$ cat src/rtl/fifo_axis_reader_pkg.sv
// Shared constants and helpers for the FIFO-to-AXIS read adapter.
// Covers the FIFO word width and the modulo-3 pointer arithmetic of the output buffer.
package fifo_axis_reader_pkg;

  localparam logic [1:0] OBUF_DEPTH = 2'd3;

  function automatic int fifo_word_width(input int data_width, input int has_last);
    return data_width + has_last;
  endfunction

  function automatic logic [1:0] ptr_inc(input logic [1:0] ptr);
    return (ptr == OBUF_DEPTH - 2'd1) ? 2'd0 : ptr + 2'd1;
  endfunction

endpackage

$ cat src/rtl/fifo_axis_reader_obuf3.sv
// Three-entry register FIFO used as the stream output buffer.
// dout is a mux of registers only, so there is no path from din to the stream outputs.
module fifo_axis_reader_obuf3
  import fifo_axis_reader_pkg::*;
#(
  parameter int W = 8
) (
  input  logic         clk,
  input  logic         rst,
  input  logic         wr,
  input  logic [W-1:0] din,
  input  logic         rd,
  output logic [W-1:0] dout,
  output logic [1:0]   count
);

  logic [W-1:0] mem_q [0:2];
  logic [W-1:0] mem_d [0:2];
  logic [1:0]   wr_ptr_q, wr_ptr_d;
  logic [1:0]   rd_ptr_q, rd_ptr_d;
  logic [1:0]   count_q, count_d;

  always_comb begin
    mem_d    = mem_q;
    wr_ptr_d = wr_ptr_q;
    rd_ptr_d = rd_ptr_q;
    count_d  = count_q;
    if (wr) begin
      mem_d[wr_ptr_q] = din;
      wr_ptr_d        = ptr_inc(wr_ptr_q);
    end
    if (rd) begin
      rd_ptr_d = ptr_inc(rd_ptr_q);
    end
    case ({wr, rd})
      2'b10:   count_d = count_q + 2'd1;
      2'b01:   count_d = count_q - 2'd1;
      default: count_d = count_q;
    endcase
  end

  always_ff @(posedge clk) begin
    if (rst) begin
      for (int i = 0; i < 3; i++) mem_q[i] <= '0;
      wr_ptr_q <= 2'd0;
      rd_ptr_q <= 2'd0;
      count_q  <= 2'd0;
    end else begin
      mem_q    <= mem_d;
      wr_ptr_q <= wr_ptr_d;
      rd_ptr_q <= rd_ptr_d;
      count_q  <= count_d;
    end
  end

  assign dout  = mem_q[rd_ptr_q];
  assign count = count_q;

endmodule

$ cat src/rtl/fifo_axis_reader.sv
// Drains a 1-cycle-latency FIFO read port into an AXI4-Stream master.
// Reads are issued on credit (buffered + in-flight < 3), never on tready, to keep tready off the rd_en path.
module fifo_axis_reader
  import fifo_axis_reader_pkg::*;
#(
  parameter int DATA_WIDTH = 8,
  parameter int HAS_LAST   = 0,
  localparam int FW        = fifo_word_width(DATA_WIDTH, HAS_LAST)
) (
  input  logic                  clk,
  input  logic                  rst,
  input  logic                  enable,
  output logic                  fifo_rd_en,
  input  logic [FW-1:0]         fifo_rd_data,
  input  logic                  fifo_empty,
  output logic                  m_axis_tvalid,
  output logic [DATA_WIDTH-1:0] m_axis_tdata,
  output logic                  m_axis_tlast,
  input  logic                  m_axis_tready,
  output logic [1:0]            occupancy,
  output logic                  idle
);

  logic          inflight_q, inflight_d;
  logic [1:0]    buf_cnt;
  logic [FW-1:0] head;
  logic [2:0]    credit_used;
  logic          pop;

  always_comb begin
    credit_used = {1'b0, buf_cnt} + {2'b00, inflight_q};
    fifo_rd_en  = ~rst & enable & ~fifo_empty & (credit_used < {1'b0, OBUF_DEPTH});
    inflight_d  = fifo_rd_en;
    pop         = m_axis_tvalid & m_axis_tready;
  end

  always_ff @(posedge clk) begin
    if (rst) inflight_q <= 1'b0;
    else     inflight_q <= inflight_d;
  end

  // The credit rule guarantees a free slot whenever an in-flight word lands.
  fifo_axis_reader_obuf3 #(.W(FW)) u_obuf (
    .clk   (clk),
    .rst   (rst),
    .wr    (inflight_q),
    .din   (fifo_rd_data),
    .rd    (pop),
    .dout  (head),
    .count (buf_cnt)
  );

  assign m_axis_tvalid = (buf_cnt != 2'd0);
  assign m_axis_tdata  = head[DATA_WIDTH-1:0];
  assign occupancy     = buf_cnt + {1'b0, inflight_q};
  assign idle          = (occupancy == 2'd0) & fifo_empty;

  generate
    if (HAS_LAST != 0) begin : g_last
      assign m_axis_tlast = head[FW-1];
    end else begin : g_no_last
      assign m_axis_tlast = 1'b0;
    end
  endgenerate

endmodule

$ cat config.mk
export PLATFORM = sky130hd
export DESIGN_NAME = fifo_axis_reader
export DESIGN_NICKNAME = d
export VERILOG_FILES = /design/src/rtl/fifo_axis_reader_pkg.sv /design/src/rtl/fifo_axis_reader_obuf3.sv /design/src/rtl/fifo_axis_reader.sv
export SDC_FILE = /design/constraint.sdc
export NUM_CORES = 1
export LEC_CHECK = 0
export ABC_AREA = 0
export CAP_MARGIN = 15
export CORE_AREA = 3 3 51 65
export DETAILED_ROUTE_END_ITERATION = 10
export DIE_AREA = 0 0 54 68
export PLACE_DENSITY_LB_ADDON = 0.05
export SYNTH_ARGS = -nofsm -noshare
export SYNTH_HDL_FRONTEND = slang
export SYNTH_SLANG_ARGS = --single-unit
$ cat constraint.sdc
create_clock -name clk -period 1.9 [get_ports clk]
set_input_delay 0.475 -clock clk [delete_from_list [all_inputs] [get_ports clk]]
set_output_delay 0.475 -clock clk [all_outputs]
set_load 0.1 [all_outputs]
=== Word level (Yosys, flattened, before mapping) ===
Index checks and enable logic that the tools add are counted.

* Logic and storage cells: 43
* Memories kept: 0
* Register bits after elaboration: 31
* Bits in latches: 0
* Bits in writable memories: 0
* ROM bits: 0

* Div/mod/pow operators: 0
* Add/sub/neg operators: 6
* Bitwise gates (word level): 9
* Multipliers: 0
* Reduce and logical (&&, ||, !) cells: 4
* Muxes and demuxes: 9
* Shift operators: 0
* Equality and inequality tests: 4
* $lt $le $gt $ge: 4

{| class="wikitable"
|+ Operators with widths
! cell !! count
|-
| 24-bit bitwise mux || 1
|-
| 8-bit 2-to-1 mux || 3
|-
| 8-bit binary-select mux with 2-bit select || 1
|-
| 8-bit demux with 2-bit select || 1
|-
| 2-bit by 1-bit adder with 2-bit output, second input constant || 3
|-
| 2-bit == test, second input constant || 3
|-
| 3-bit greater-or-equal comparator, second input constant || 2
|-
| 2-bit NOT with 3-bit output || 2
|-
| 1-bit bitwise AND || 5
|-
| 2-bit 2-to-1 mux || 2
|-
| 2-bit case mux with 2 select lines || 1
|-
| 2-bit nonzero test || 2
|-
| 2-bit by 1-bit adder with 3-bit output || 1
|-
| 3-bit by 1-bit less-than comparator with 1-bit output, second input constant || 1
|-
| 3-bit by 2-bit less-than comparator with 1-bit output, second input constant || 1
|-
| 2-bit by 1-bit adder with 2-bit output || 1
|-
| 2-bit by 1-bit == test with 1-bit output, second input constant || 1
|-
| 2-bit zero test || 1
|-
| 1-bit NOT || 2
|-
| 2-bit by 1-bit subtractor with 2-bit output, second input constant || 1
|-
| 1-bit logical AND || 1
|}

=== Logic depth before layout (Yosys ltp) ===
Gate-level depths: netlist of run 1.

* Depth after elaboration: 6
* Mapped depth: 6
* Gate-level depth less buffers: 6

=== By module ===
From an unflattened synthesis of run 1, not the netlist that was laid out.

* Cells, all modules: 144
* Area, all modules: 1,370.1 sq um

{| class="wikitable"
|+ Modules (own cells, without submodules)
! module !! area each (sq um) !! cells an instance !! instances
|-
| fifo_axis_reader_obuf3 || 1,273.7 || 133 || 1
|-
| fifo_axis_reader || 96.3 || 11 || 1
|}

=== Least setup slack after synthesis of run 1 ===
OpenSTA, ideal clock, no wires.

* Path kind: reg-to-output
* Start: reg u_obuf.count_q[0] (netlist: u_obuf.count[0])
* End: out idle
* Arrival: 3,569 ps
* Setup slack: -2,144 ps
* Path buffers: 0
* Stages on the path, launching flop included: 4
* Cells stage by stage: dfxtp_1 -> ha_1 -> ha_1 -> nor3b_1

* Word-level cells in the longest chain between the ends: 3

{| class="wikitable"
|+ RTL lines
! element !! RTL line !! source
|-
| start, declared || fifo_axis_reader_obuf3.sv:21 || <nowiki>logic [1:0] count_q, count_d;</nowiki>
|-
| start signal, assigned || fifo_axis_reader_obuf3.sv:52 || <nowiki>count_q <= count_d;</nowiki>
|-
| 2-bit by 1-bit adder with 2-bit output || fifo_axis_reader.sv:55 || <nowiki>assign occupancy = buf_cnt + {1'b0, inflight_q};</nowiki>
|-
| via occupancy[1] || fifo_axis_reader.sv:20 || <nowiki>output logic [1:0] occupancy,</nowiki>
|-
| 2-bit zero test || fifo_axis_reader.sv:56 || <nowiki>assign idle = (occupancy == 2'd0) & fifo_empty;</nowiki>
|-
| 1-bit bitwise AND || fifo_axis_reader.sv:56 ||
|-
| end, declared || fifo_axis_reader.sv:21 || <nowiki>output logic idle</nowiki>
|}

The timed path passes the listed nets, and every way through them passes these cells.

=== Worst setup path after layout of run 1 ===
* Start: in fifo_empty
* End: out fifo_rd_en

* Word-level cells in the longest chain between the ends: 3

{| class="wikitable"
|+ RTL lines
! element !! RTL line !! source
|-
| start, declared || fifo_axis_reader.sv:15 || <nowiki>input logic fifo_empty,</nowiki>
|-
| 1-bit NOT || fifo_axis_reader.sv:32 || <nowiki>fifo_rd_en = ~rst & enable & ~fifo_empty & (credit_used < {1'b0, OBUF_DEPTH});</nowiki>
|-
| 1-bit bitwise AND (2 in series) || fifo_axis_reader.sv:32 ||
|-
| end, declared || fifo_axis_reader.sv:13 || <nowiki>output logic fifo_rd_en,</nowiki>
|}

No other way between the ends.

==> reports/qor.txt, run 1 <==
Core ar. - 2710 sq um
R2r endpoint - u_obuf.count[1]
Clock skew - 0.00593 ns
Post-Synthesis Cells - 145
Final WS setup - -0.402 ns
Hold slack - 0.510 ns
Worst Max-Slew Pin Slew - 0.606 ns
GP Congestion - 0.712
CP max stage cell - or4b_4
# IOs - 27
CTS clk-pin slew, worst paths - 0.09 ns
Root buffer cell - clkbuf_4
Maximum clock insertion buffer count - 2
Post-synth top area cell - dfxtp_1
Gr usage total - 20.4%
Yosys reg bits - 31
Status - finished with violations
Max Cap Viol - 0
Worst skew pair latency - 0.32 ns
Setup crit end kind - output pin
DR pass1 iterations - 4
CTS sink count - 31
Hold WC Path Type - flop to flop
# setup viols final - 2
Crit start category - input port
Post-CTS Hold Buffers - 0
Met1 GRT Util - 23.0%
Vias - 1,150
Failing checks - negative setup slack
Number of antenna violations at the first check in global routing - 0
Port bufs - 25
Avg WL per Cell - 15.1 um
Post-synthesis cell type count - 23
TritonCTS clock tree - yes
Overflow after GRT - 0
Final min period - 2.30 ns
Vias/cell - 5.30
Yosys warns - 0
Critical path class - input port to output pin
Area growth syn-to-layout - 55.9%
R2R setup slack - 0.33 ns
Met2 Track Usage GR - 34.8%
Hold Vio Cnt, Final - 0
Worst reg2reg path depth - 6
CP peak stage delay - 0.57 ns
Global-route wire length before repair - 5.26 mm
DRT Wirelength - 3.27 mm
Tcrit/Tclk final - 121%
Crit path capture - fifo_rd_en
Post-Syn Nets - 161
Reg-to-reg critical path startpoint - u_obuf.count[1]
Net total in the final layout - 200
Number of global-route vias before repair - 1,174
Place WS - -0.384 ns
Die area - 3670 sq um
Drt drc - 0
Post-synthesis average cell area - 9.36 sq um
Post-DP HPWL - 2.27 mm
GRT met3 Usage - 3.92%
Initial DRC Count - 14
RSZ-0062 raised after global routing - yes
Final count of pins violating max slew - 0
Achievable Freq - 0.434 GHz
Setup crit start - fifo_empty
Worst-path fanout max - 2
Largest net degree at the start of global routing - 31
FP Rows - 21
ANT cells - 0
Rel. slew slack - 59.5%
Pwr Density - 793 nW/um^2
Synthesized area - 1360 sq um
Initial Util - 50.2%
Fraction of synthesized cell area taken by the top area cell type - 45.7%
Antenna Violating Nets Remaining - 0
GR peak layer - met2
P_leak - 0.892 nW
Maximum VDD drop - 0.000585 V
Die Ht - 68 um
H-Tree Depth - 2
Top cells by area, synth - dfxtp_1, mux2i_1, nor2_1, o21ai_0, nand2_1
Die width - 54 um
CTS Buf Count - 5
CP arrival - 1.83 ns
Sequential fraction of the synthesis area - 45.7%
Layout cell share with drive strength beyond 1 - 32.8%
Worst path cell trace - clkdlybuf4s50_1, or4b_4, a21oi_4, buf_12
Req. time, crit path - 1.42 ns
==> flip-flops by register name (all words and copies together) (netlist names) <==
register / flops
u_obuf.mem_q: 24
u_obuf.count: 2
u_obuf.rd_ptr_q: 2
u_obuf.wr_ptr_q: 2
inflight_q: 1
==> cells in the mapped netlist, drive strengths merged <==
library cell / instances
buf: 6
nand3b: 2
conb: 1
inv: 2
xnor2: 1
nor2b: 1
clkbuf: 4
nor2: 26
xor2: 1
mux2i: 32
or3b: 1
ha: 3
o21ai: 10
a21oi: 7
or4b: 1
or2: 1
nand2: 11
or3: 2
dfxtp: 31
nor3b: 2
==> area by class of cell <==
type	count	area (sq um)
Clock buffer	6	41.3
Fill cell	175	589
Inverter	2	7.51
Multi-Input combinational cell	102	870
Sequential cell	31	628
Tap cell	34	42.5
Timing Repair Buffer	42	528
==> worst max-delay path, delay by kind of cell <==
family	cells	cell delay [ns]
AOI/OAI and AO/OA	1	0.16
buffers and inverters	2	0.62
and+or+nand+nor	1	0.57
==> cell families (layout without fill, tap and decap cells) <==
family	count (synthesis)	in the layout	synth area share, %
XOR/XNOR	2	2	1.29
buffers and inverters	12	50	4.15
AND/OR/NAND/NOR	47	47	15.7
AO/OA/AOI/OAI	17	17	6.54
flip-flops	31	31	45.7
multiplexers	32	32	23.6
other	1	1	0.276
adder cells (fa/ha/maj)	3	3	2.77
==> per-stage QoR <==
step                power [mW]  utilization, %  instance area, sq um  cells  TNS [ns]
floorplan                 1.10               -                  1500    145    -0.563
detailed placement        1.32            73.5                  1990    209    -0.386
finish                    1.68            78.2                  2120    217    -0.465
global route              1.73            78.2                  2120    217    -0.568
global placement          1.31            73.5                  1990    209    -0.368
CTS                       1.66            76.5                  2070    215    -0.509
==> cells in the final DEF (no fill, tap or decap), drive strengths merged <==
cell           instances
buf                   30
nor3b                  2
nor2b                  1
ha                     3
nand2                 11
xnor2                  1
or3                    2
conb                   1
nand3b                 2
clkdlybuf4s50         12
dfxtp                 31
clkbuf                 6
or3b                   1
or2                    1
a21oi                  7
xor2                   1
nor2                  26
inv                    2
mux2i                 32
or4b                   1
o21ai                 10
==> timing repair <==
item,4_1_cts,5_1_grt
pin swaps,1,2
buffers inserted,0,2
gates resized for setup,9,5
endpoints found under the setup margin,10,10
==> how the worst min path moves through the flow <==
| stage | start | endpoint | slack (ns) | depth (start not counted) |
|---|---|---|---|---|
| global placement | u_obuf.mem_q[21] | u_obuf.mem_q[21] | 0.47 | 2 |
| detailed placement | u_obuf.mem_q[21] | u_obuf.mem_q[21] | 0.48 | 2 |
| CTS | u_obuf.mem_q[10] | u_obuf.mem_q[10] | 0.51 | 2 |
| global route | u_obuf.mem_q[6] | u_obuf.mem_q[6] | 0.53 | 2 |
| finish | u_obuf.mem_q[10] | u_obuf.mem_q[10] | 0.51 | 2 |
| floorplan | u_obuf.mem_q[16] | u_obuf.mem_q[16] | 0.46 | 2 |
==> metal layers <==
| layer | vias to the layer above | wire length, um |
|---|---|---|
| li1 | 564 | - |
| met1 | 548 | 1320 |
| met2 | 30 | 1710 |
| met3 | 8 | 160 |
| met4 | 0 | 79 |
| met5 | - | 0 |
==> where the power goes <==
| part | total [mW] | internal (mW) | leakage, nW | switching (mW) |
|---|---|---|---|---|
| clock | 0.331 | 0.131 | 0.0242 | 0.200 |
| sequential | 0.697 | 0.673 | 0.253 | 0.0236 |
| combinational | 0.652 | 0.279 | 0.615 | 0.373 |
| total | 1.68 | 1.08 | 0.892 | 0.596 |
No activity file was read; power rests on OpenSTA's default activity.
==> run 2, diff against run 1 <==
--- a/config.mk
+++ b/config.mk
@@ -11,6 +11,7 @@
 export DETAILED_ROUTE_END_ITERATION = 10
 export DIE_AREA = 0 0 54 68
 export PLACE_DENSITY_LB_ADDON = 0.05
+export SLEW_MARGIN = 20
 export SYNTH_ARGS = -nofsm -noshare
 export SYNTH_HDL_FRONTEND = slang
 export SYNTH_SLANG_ARGS = --single-unit
==> results of run 2 <==
The final DEF is identical to that of run 1; final timing and power are the same.
==> run 3, diff against run 2 <==
--- a/config.mk
+++ b/config.mk
@@ -7,11 +7,11 @@
 export LEC_CHECK = 0
 export ABC_AREA = 0
 export CAP_MARGIN = 15
-export CORE_AREA = 3 3 51 65
+export CORE_AREA = 3 3 50 64
+export CTS_BUF_LIST = sky130_fd_sc_hd__clkbuf_8
 export DETAILED_ROUTE_END_ITERATION = 10
-export DIE_AREA = 0 0 54 68
+export DIE_AREA = 0 0 53 67
 export PLACE_DENSITY_LB_ADDON = 0.05
-export SLEW_MARGIN = 20
 export SYNTH_ARGS = -nofsm -noshare
 export SYNTH_HDL_FRONTEND = slang
 export SYNTH_SLANG_ARGS = --single-unit
==> reports/qor.txt, run 3 (synthesis gave the netlist of run 1 again) <==
Avg WL per Cell - 15.4 um (was 15.1 um)
Top reg by flops - u_obuf.mem_q (unchanged)
Hold Vio Cnt, Final - 0 (unchanged)
Fill count - 170 (was 175)
Setup crit end kind - output pin (unchanged)
Area growth syn-to-layout - 57.1% (was 55.9%)
CTS sink count - 31 (unchanged)
H-Tree Depth - 2 (unchanged)
Pwr Density - 903 nW/um^2 (was 793 nW/um^2)
TritonCTS clock tree - yes (unchanged)
Achievable Freq - 0.444 GHz (was 0.434 GHz)
Initial Util - 51.2% (was 50.2%)
Global-route wire length before repair - 5.18 mm (was 5.26 mm)
Sequential power share - 36.2% (was 41.5%)
Final min period - 2.25 ns (was 2.30 ns)
CP arrival - 1.78 ns (was 1.83 ns)
Worst skew pair latency - 0.28 ns (was 0.32 ns)
DP Cell Count - 203 (was 209)
Number of global-route vias before repair - 1,196 (was 1,174)
Multi-input gate area - 877 sq um (was 870 sq um)
# setup viols final - 2 (unchanged)
Initial DRC Count - 13 (was 14)
Gr usage total - 20.4% (about the same)
Buf/Inv on CP - 1 (was 2)
Die Ht - 67 um (was 68 um)
Maximum VDD drop - 0.000666 V (was 0.000585 V)
Fin cells - 213 (was 217)
Hold WC Path Type - flop to flop (unchanged)
Largest net degree at the start of global routing - 31 (unchanged)
Root buffer cell - clkbuf_8 (was clkbuf_4)
CP max stage cell - or4b_4 (unchanged)
Post-DP HPWL - 2.23 mm (was 2.27 mm)
Vias/cell - 5.31 (was 5.30)
Switching share of power - 32.1% (was 35.5%)
Maximum clock insertion buffer count - 2 (unchanged)
Overflow after GRT - 0 (unchanged)
Die width - 53 um (was 54 um)
ANT cells - 0 (unchanged)
Status - finished with violations (unchanged)
CTS Buf Count - 5 (unchanged)
Drt drc - 0 (unchanged)
GP Congestion - 0.667 (was 0.712)
Core ar. - 2650 sq um (was 2710 sq um)
Worst-path fanout max - 2 (unchanged)
Core Util, Final - 80.3% (was 78.2%)
Port bufs - 25 (unchanged)
Crit start category - flop (was input port)
CTS clk-pin slew, worst paths - 0.06 ns (was 0.09 ns)
Combinational fraction of design power - 32.6% (was 38.8%)
Rel. slew slack - 59.6% (was 59.5%)
Reported net switching power - 617 uW (was 596 uW)
Tcrit/Tclk final - 119% (was 121%)
P_leak - 0.901 nW (was 0.892 nW)
Clock skew - 0.00292 ns (was 0.00593 ns)
Worst Max-Slew Pin Slew - 0.604 ns (was 0.606 ns)
Vias - 1,132 (was 1,150)
Antenna Violating Nets Remaining - 0 (unchanged)
Flip-flop and latch area - 626 sq um (was 628 sq um)
Number of antenna violations at the first check in global routing - 0 (unchanged)
Layout cell share with drive strength beyond 1 - 33.0% (was 32.8%)
FP Rows - 21 (unchanged)
Final count of pins violating max slew - 0 (unchanged)
RSZ-0062 raised after global routing - yes (unchanged)
DRT Wirelength - 3.28 mm (was 3.27 mm)
Commonest non-fill, non-tap cell in the layout - dfxtp_1
Final WS setup - -0.355 ns (was -0.402 ns)
Max Cap Viol - 0 (unchanged)
# IOs - 27 (unchanged)
Worst path cell trace - ha_4, ha_4, or4b_4, a21oi_4, buf_12 (was clkdlybuf4s50_1, or4b_4, a21oi_4, buf_12)
Failing checks - negative setup slack (unchanged)
Crit path top cell by count - ha_4
Net total in the final layout - 195 (was 200)
Delay-heaviest family, CP - simple AND/OR/NAND/NOR gates (was buffers and inverters)
Internal power - 1.31 mW (was 1.08 mW)
Req. time, crit path - 1.42 ns (about the same)
Clock power share - 31.2% (was 19.7%)
CP peak stage delay - 0.53 ns (was 0.57 ns)
Number of flip-flops in the largest register - 24 (unchanged)
Die area - 3550 sq um (was 3670 sq um)
Most frequent cells in the layout - dfxtp_1, nor2_1, mux2i_1 (was mux2i_1, dfxtp_1, nor2_1)
DR pass1 iterations - 4 (unchanged)
Critical path class - flop to output pin (was input port to output pin)
## run 3: path summary, 6_finish.rpt
path                           to             from  slack, ns  cells past startpoint
setup reg to reg  u_obuf.count[1]  u_obuf.count[0]       0.30                      6
hold reg to reg   u_obuf.mem_q[2]  u_obuf.mem_q[2]       0.51                      2
hold / removal    u_obuf.mem_q[2]  u_obuf.mem_q[2]       0.51                      2
setup / recovery       fifo_rd_en       inflight_q      -0.35                      5
## run 3: worst min-delay path, stage by stage, from the launching register on
cell     delay, ns
dfxtp_1       0.33
mux2i_1       0.07
nor2_1        0.07
## run 3: per-layer routing
| metal | track usage [%] | up-vias | part of all wire [%] |
|---|---|---|---|
| met5 | 0 | - | 0 |
| met4 | 8.95 | 0 | 3.1 |
| met3 | 6.26 | 10 | 4.5 |
| met2 | 35.7 | 26 | 53 |
| met1 | 21.9 | 538 | 40 |
| li1 | - | 558 | - |
## run 3: layout make-up
class | count | area share (%)
repair buffers | 37 | 22.4
clock buffers | 5 | 3.23
flip-flops and latches | 31 | 29.3
clock inverters | 2 | 1.58
well taps | 34 | 2.00
inverters | 2 | 0.352
multi-input cells | 102 | 41.1
## run 3: power by group through the flow
stage	logic [mW]	clock network (mW)	registers, mW
finish	0.627	0.600	0.697
global route	0.654	0.634	0.700
CTS	0.614	0.616	0.695
detailed placement	0.597	0	0.704
global placement	0.589	0	0.703
floorplan	0.394	0	0.707
## run 3: timing repair
item	4_1_cts	5_1_grt
buffers inserted	1	1
hold buffers	0	0
setup endpoints to repair	10	6
pin swaps	2	1
gates cloned	1	0
gates resized for setup	8	10
hold endpoints to repair	0	0
## run 3: through the flow
stage | TNS (ns) | worst slack (ns) | hold slack, ns | area (sq um) | power, mW
6_report | -0.380 | -0.355 | 0.507 | 2130 | 1.92
5_1_grt | -0.478 | -0.405 | 0.530 | 2130 | 1.99
4_1_cts | -0.400 | -0.380 | 0.506 | 2090 | 1.93
3_5_place_dp | -0.596 | -0.374 | 0.487 | 1940 | 1.30
3_3_place_gp | -0.362 | -0.362 | 0.471 | 1940 | 1.29
2_1_floorplan | -0.563 | -0.304 | 0.460 | 1500 | 1.10
